**src/rtl/mem_port_arbiter.sv**
```systemverilog
// rtl/mem_port_arbiter.sv - round-robin arbiter sharing one memory bus among mem_operation requesters
//
// Purpose: grants the single-port memory bus to one requester at a time and
// keeps it locked to that requester for as long as it holds mem_operation
// non-zero, so multi-word sequences (address stepping under a held read)
// complete without re-arbitration. Ownership rotates round-robin.
//
// Ports:
//   clk, reset       clock; asynchronous active-high reset
//   req_op_i         per-requester 2-bit op (00 none, 01 read, 11 write, 10 illegal)
//   req_addr_i       per-requester address, AW bits per slice
//   req_wdata_i      per-requester write data, DW bits per slice
//   req_rdata_o      memory read data, broadcast unregistered
//   req_opdone_o     per-requester opdone, routed only to the owner
//   mem_op_o         op to memory (owner's op, 10 squashed to 00)
//   mem_addr_o       address to memory
//   mem_wdata_o      write data to memory
//   mem_rdata_i      read data from memory
//   mem_opdone_i     one-cycle completion pulse from memory
//   grant_o          registered one-hot owner, 0 when idle
//   busy_o           high while the bus is owned
//   err_o            sticky: [0] stray opdone, [1] illegal op, [2] hold watchdog

module mem_port_arbiter #(
   parameter int NUM_REQ  = 4,
   parameter int AW       = 32,
   parameter int DW       = 32,
   parameter int MAX_HOLD = 1024
) (
   input  logic                  clk,
   input  logic                  reset,
   input  logic [2*NUM_REQ-1:0]  req_op_i,
   input  logic [AW*NUM_REQ-1:0] req_addr_i,
   input  logic [DW*NUM_REQ-1:0] req_wdata_i,
   output logic [DW-1:0]         req_rdata_o,
   output logic [NUM_REQ-1:0]    req_opdone_o,
   output logic [1:0]            mem_op_o,
   output logic [AW-1:0]         mem_addr_o,
   output logic [DW-1:0]         mem_wdata_o,
   input  logic [DW-1:0]         mem_rdata_i,
   input  logic                  mem_opdone_i,
   output logic [NUM_REQ-1:0]    grant_o,
   output logic                  busy_o,
   output logic [2:0]            err_o
);

   localparam int IW = (NUM_REQ > 1) ? $clog2(NUM_REQ) : 1;

   typedef enum logic {
      ST_IDLE = 1'b0,
      ST_BUSY = 1'b1
   } state_e;

   state_e               state_q, state_d;
   logic [NUM_REQ-1:0]   grant_q, grant_d;
   logic [IW-1:0]        rr_ptr_q, rr_ptr_d;
   logic [15:0]          hold_cnt_q, hold_cnt_d;
   logic [2:0]           err_q, err_d;

   logic [NUM_REQ-1:0]   req_vec;
   logic                 pick_found;
   logic [IW-1:0]        pick_idx;
   logic [IW-1:0]        g_idx;
   logic [1:0]           g_op;
   logic [AW-1:0]        g_addr;
   logic [DW-1:0]        g_wdata;
   logic                 g_release;
   logic [IW-1:0]        ptr_after;
   logic [15:0]          hold_inc;

   // Any non-zero op (including the illegal 10) counts as a request.
   always_comb begin
      req_vec = '0;
      for (int r = 0; r < NUM_REQ; r++) begin
         req_vec[r] = |req_op_i[2*r +: 2];
      end
   end

   // Round-robin search starting at rr_ptr and wrapping; the first hit wins.
   always_comb begin : rr_pick
      int            cand;
      logic [IW-1:0] cand_idx;
      pick_found = 1'b0;
      pick_idx   = '0;
      cand       = 0;
      cand_idx   = '0;
      for (int k = 0; k < NUM_REQ; k++) begin
         cand = int'(rr_ptr_q) + k;
         if (cand >= NUM_REQ) begin
            cand = cand - NUM_REQ;
         end
         cand_idx = IW'(cand);
         if (!pick_found && req_vec[cand_idx]) begin
            pick_found = 1'b1;
            pick_idx   = cand_idx;
         end
      end
   end

   // Mux the owner's port; grant_q is one-hot or zero so at most one slice hits.
   always_comb begin
      g_idx   = '0;
      g_op    = 2'b00;
      g_addr  = '0;
      g_wdata = '0;
      for (int r = 0; r < NUM_REQ; r++) begin
         if (grant_q[r]) begin
            g_idx   = IW'(r);
            g_op    = req_op_i[2*r +: 2];
            g_addr  = req_addr_i[AW*r +: AW];
            g_wdata = req_wdata_i[DW*r +: DW];
         end
      end
   end

   assign g_release = (state_q == ST_BUSY) && (g_op == 2'b00);
   assign ptr_after = (g_idx == IW'(NUM_REQ - 1)) ? '0 : g_idx + 1'b1;
   assign hold_inc  = (hold_cnt_q == 16'hFFFF) ? hold_cnt_q : hold_cnt_q + 16'd1;

   // FSM state register
   always_ff @(posedge clk or posedge reset) begin
      if (reset) begin
         state_q <= ST_IDLE;
      end else begin
         state_q <= state_d;
      end
   end

   // FSM next-state logic
   always_comb begin
      state_d = state_q;
      case (state_q)
         ST_IDLE: if (pick_found) state_d = ST_BUSY;
         ST_BUSY: if (g_release)  state_d = ST_IDLE;
         default: state_d = ST_IDLE;
      endcase
   end

   // FSM outputs: bus pass-through only while owned
   always_comb begin
      mem_op_o     = 2'b00;
      mem_addr_o   = '0;
      mem_wdata_o  = '0;
      req_opdone_o = '0;
      if (state_q == ST_BUSY) begin
         mem_op_o     = (g_op == 2'b10) ? 2'b00 : g_op;
         mem_addr_o   = g_addr;
         mem_wdata_o  = g_wdata;
         req_opdone_o = grant_q & {NUM_REQ{mem_opdone_i}};
      end
   end

   // Grant, pointer, hold counter and error flags
   always_comb begin
      grant_d    = grant_q;
      rr_ptr_d   = rr_ptr_q;
      hold_cnt_d = hold_cnt_q;
      err_d      = err_q;
      if (state_q == ST_IDLE) begin
         if (mem_opdone_i) begin
            err_d[0] = 1'b1;
         end
         if (pick_found) begin
            grant_d    = {{(NUM_REQ-1){1'b0}}, 1'b1} << pick_idx;
            hold_cnt_d = 16'd0;
         end
      end else begin
         hold_cnt_d = hold_inc;
         if ({16'd0, hold_inc} >= 32'(MAX_HOLD)) begin
            err_d[2] = 1'b1;
         end
         if (g_op == 2'b10) begin
            err_d[1] = 1'b1;
         end
         if (g_release) begin
            grant_d  = '0;
            rr_ptr_d = ptr_after;
         end
      end
   end

   always_ff @(posedge clk or posedge reset) begin
      if (reset) begin
         grant_q    <= '0;
         rr_ptr_q   <= '0;
         hold_cnt_q <= 16'd0;
         err_q      <= 3'b000;
      end else begin
         grant_q    <= grant_d;
         rr_ptr_q   <= rr_ptr_d;
         hold_cnt_q <= hold_cnt_d;
         err_q      <= err_d;
      end
   end

   assign req_rdata_o = mem_rdata_i;
   assign grant_o     = grant_q;
   assign busy_o      = (state_q == ST_BUSY);
   assign err_o       = err_q;

endmodule

```
**config.mk**
```make
export PLATFORM = sky130hd
export DESIGN_NAME = mem_port_arbiter
export DESIGN_NICKNAME = d
export VERILOG_FILES = /design/src/rtl/mem_port_arbiter.sv
export SDC_FILE = /design/constraint.sdc
export NUM_CORES = 1
export LEC_CHECK = 0
export BUFFER_PORTS_ARGS = -buffer_cell sky130_fd_sc_hd__buf_2
export CAP_MARGIN = 20
export CORE_AREA = 2 2 160 162
export CTS_BUF_LIST = sky130_fd_sc_hd__clkbuf_8
export CTS_CLUSTER_SIZE = 40
export DETAILED_ROUTE_END_ITERATION = 16
export DIE_AREA = 0 0 162 164
export HOLD_SLACK_MARGIN = 0.08
export MAX_ROUTING_LAYER = met4
export PLACE_DENSITY = 0.53
export SLEW_MARGIN = 20
export SYNTH_ARGS = -nofsm -noshare
export SYNTH_HDL_FRONTEND = slang
export SYNTH_SLANG_ARGS = --single-unit
```
**constraint.sdc**
```tcl
create_clock -name clk -period 2.7 [get_ports clk]
set_clock_uncertainty 0.1 [all_clocks]
set_input_delay 0.135 -clock clk [delete_from_list [all_inputs] [get_ports clk]]
set_output_delay 0.135 -clock clk [all_outputs]
set_load 0.05 [all_outputs]
```
==> results.sh <==
export IMPL_synth_cell_area_um2=3830
export IMPL_hp_class="in2out"
export IMPL_finalSetupViolCount=0
export IMPL_overflow=0
export IMPL_ys_types=51
export IMPL_synth_xor_area_share_pct=0.229
export IMPL_cp_start_kind="flop"
export IMPL_port_buffers=344
export IMPL_crit_type="reg2out"
export IMPL_worst_pin_slew_ns=0.818
export IMPL_wire_per_inst_um=15.9
export IMPL_fin_crit_ns=2.43
export IMPL_areaGrowthSynthToFinish_pct=50.1
export IMPL_synth_area_leaders="dfrtp_1, a221oi_1, nor2_1, a21oi_1, nor3_1"
export IMPL_vdd_drop_max_uv=667
export IMPL_syn_avg_cell_area_um2=6.43
export IMPL_grt_pass1_vias=5028
export IMPL_synth_compound_area_share_pct=33.2
export IMPL_crit_required_ns=2.47
export IMPL_seq_area_frac_synth_pct=17.0
export IMPL_critPathMaxFanout=42
export IMPL_pwr_density_cell_nw_per_um2=1010
export IMPL_rsz0062_at_grt="no"
export IMPL_drv_slew=0
export IMPL_root_buffer="clkbuf_8"
export IMPL_fp_dieH_um=164
export IMPL_antenna_found_initial=0
export IMPL_async_flop_share_pct=100
export IMPL_vias_per_cell=4.70
export IMPL_gp_congestion=0.820
export IMPL_track_usage_pct=13.1
export IMPL_synthMostInstantiatedCell="nor2_1"
export IMPL_vias=5637
export IMPL_maxCapViolations=0
export IMPL_clk_pin_slew_worst_paths_ns=0.09
export IMPL_yosysTopAreaCellShare_pct=17.0
export IMPL_hold_viol_final=0
export IMPL_yosys_area_share_simple_pct=33.2
export IMPL_fmax_mhz=412
export IMPL_dieArea_um2=26600
export IMPL_core_area_um2=24800
export IMPL_worstSkewPairLatency_ns=0.27
export IMPL_tritoncts="built"
export IMPL_dieWidth_um=162
export IMPL_reg2reg_depth=6
export IMPL_slew_headroom_pct=45.4
export IMPL_ys_ff_latch=26
export IMPL_cts_buffers=3
export IMPL_cp_end_kind="output pin"
export IMPL_initial_core_util_pct=15.4
export IMPL_fin_util_pct=23.2
export IMPL_synth_common_cells="nor2_1, a21oi_1, a221oi_1, nor3_1, clkbuf_1"
export IMPL_synthCells=596
export IMPL_drtIter0Drc=458
export IMPL_drt_pass1_iter_count=5
export IMPL_finalCritPeriodShare_pct=89.9
export IMPL_synth_nets=896
export IMPL_synth_ff_type="dfrtp_1"
export IMPL_wl_mm=19.0
export IMPL_post_route_cells_drive_above_1_share_pct=43.7
export IMPL_hold_ws_ns=0.170
export IMPL_status="complete, no violations"
export IMPL_min_path_cells=0
export IMPL_synth_adder_area_share_pct=0.326
export IMPL_clk_path_buf_depth=2
export IMPL_synth_top_family_by_area="compound AO/OA/AOI/OAI gates"
export IMPL_cts_setup_buffers=0
export IMPL_worst_ep_arrival_time_ns=2.19
export IMPL_p_leak_nw=2.78
export IMPL_ios=409
export IMPL_num_rows=58
export IMPL_grt_max_degree=72
export IMPL_cts_sinks=26
export IMPL_tns_ns=0
export IMPL_drc=0
export IMPL_yosysTopAreaCell="dfrtp_1"
export IMPL_cts_max_level=1
export IMPL_layout_nets=1169
export IMPL_synthMuxAreaShare_pct=2.61
export IMPL_ys_warn_count=0
export IMPL_ant_nets=0
export IMPL_synth_edff_count=0
export IMPL_grt_pass1_wl_mm=27.1
export IMPL_post_cts_resized=0
export IMPL_post_dp_hpwl_mm=14.9
## worst max-delay path, cell delays in order (launching register included)
cell      delay [ns]
dfrtp_2         0.46
buf_4           0.41
a221oi_1        0.17
nor3_1          0.37
a21oi_1         0.07
nor2_1          0.10
buf_2           0.27
## metrics by stage
step	std cells	setup slack, ns	power, mW	instance area (um^2)
final	1199	0.274	5.81	5750
after global routing	1198	0.113	6.23	5750
after CTS	1198	0.250	5.85	5750
after detailed placement	1192	0.570	5.57	5670
after global placement	1192	0.584	5.56	5670
after floorplan	596	0.159	4.34	3830
## timing repair
item / in CTS / in global routing
endpoints found under the hold margin: 20 / 0
hold buffers: 2 / 0
setup endpoints to repair: 0 / 0
## final timing paths
check | from | end | slack [ns]
worst max-delay path | grant_o[1] | mem_addr_o[29] | 0.27
worst min-delay path | mem_rdata_i[17] | req_rdata_o[17] | 0.17
worst max register to register | hold_cnt_q[0] | hold_cnt_q[7] | 0.62
worst min register to register | err_o[0] | err_o[0] | 0.36
max in group asynchronous | reset | hold_cnt_q[1] | 1.43
min in group asynchronous | reset | hold_cnt_q[7] | 0.45
## cells by family (layout without fill, tap and decap cells)
group                    count (synthesis)  count (layout)
AND/OR/NAND/NOR                        277             277
multiplexers                            10              10
AO/OA/AOI/OAI                          183             183
buffers and inverters                   98             370
other                                    0               1
XOR/XNOR                                 1               1
flip-flops                              26              26
adder cells (fa/ha/maj)                  1               1
## sequential cells by signal, summed over array words and instances (netlist names)
name	count
grant_o	4
rr_ptr_q	2
err_o	3
busy_o	1
hold_cnt_q	16
## layout by cell type, fill, tap and decap left out, types with 7 or more instances in the layout
cell type,count
buf_2,343
nor2_1,144
a21oi_1,75
a221oi_1,63
nor3_1,63
nand2_1,24
dfrtp_1,23
nand4_1,10
mux2i_1,10
buf_4,10
o21ai_0,9
and3_1,7
## where the power goes
part | total [mW] | leakage, nW | switching (mW) | internal [mW]
Sequential | 0.564 | 0.330 | 0.105 | 0.459
Clock | 0.262 | 0.0288 | 0.132 | 0.131
Combinational | 4.98 | 2.42 | 3.58 | 1.40
## area by class of cell
| cell class | count | area, um^2 |
|---|---|---|
| inverters | 5 | 18.8 |
| fillers | 2845 | 19100 |
| clock buffers | 4 | 55.1 |
| multi-input cells | 472 | 2670 |
| repair buffers | 361 | 1930 |
| diodes | 1 | 2.50 |
| well taps | 330 | 413 |
| flip-flops and latches | 26 | 657 |
## per-layer routing
metal  vias up  part of all wire, %  routed length (um)  GRT usage [%]
met3        32                  7.4                1420           1.57
met1      2577                   43                8110           16.8
met5         -                    0                   0              -
met4         0                  2.1                 404           3.38
met2       307                   48                9080           22.0
li1       2721                    -                   -              -
Note: power is estimated with default switching activity, not from simulation.
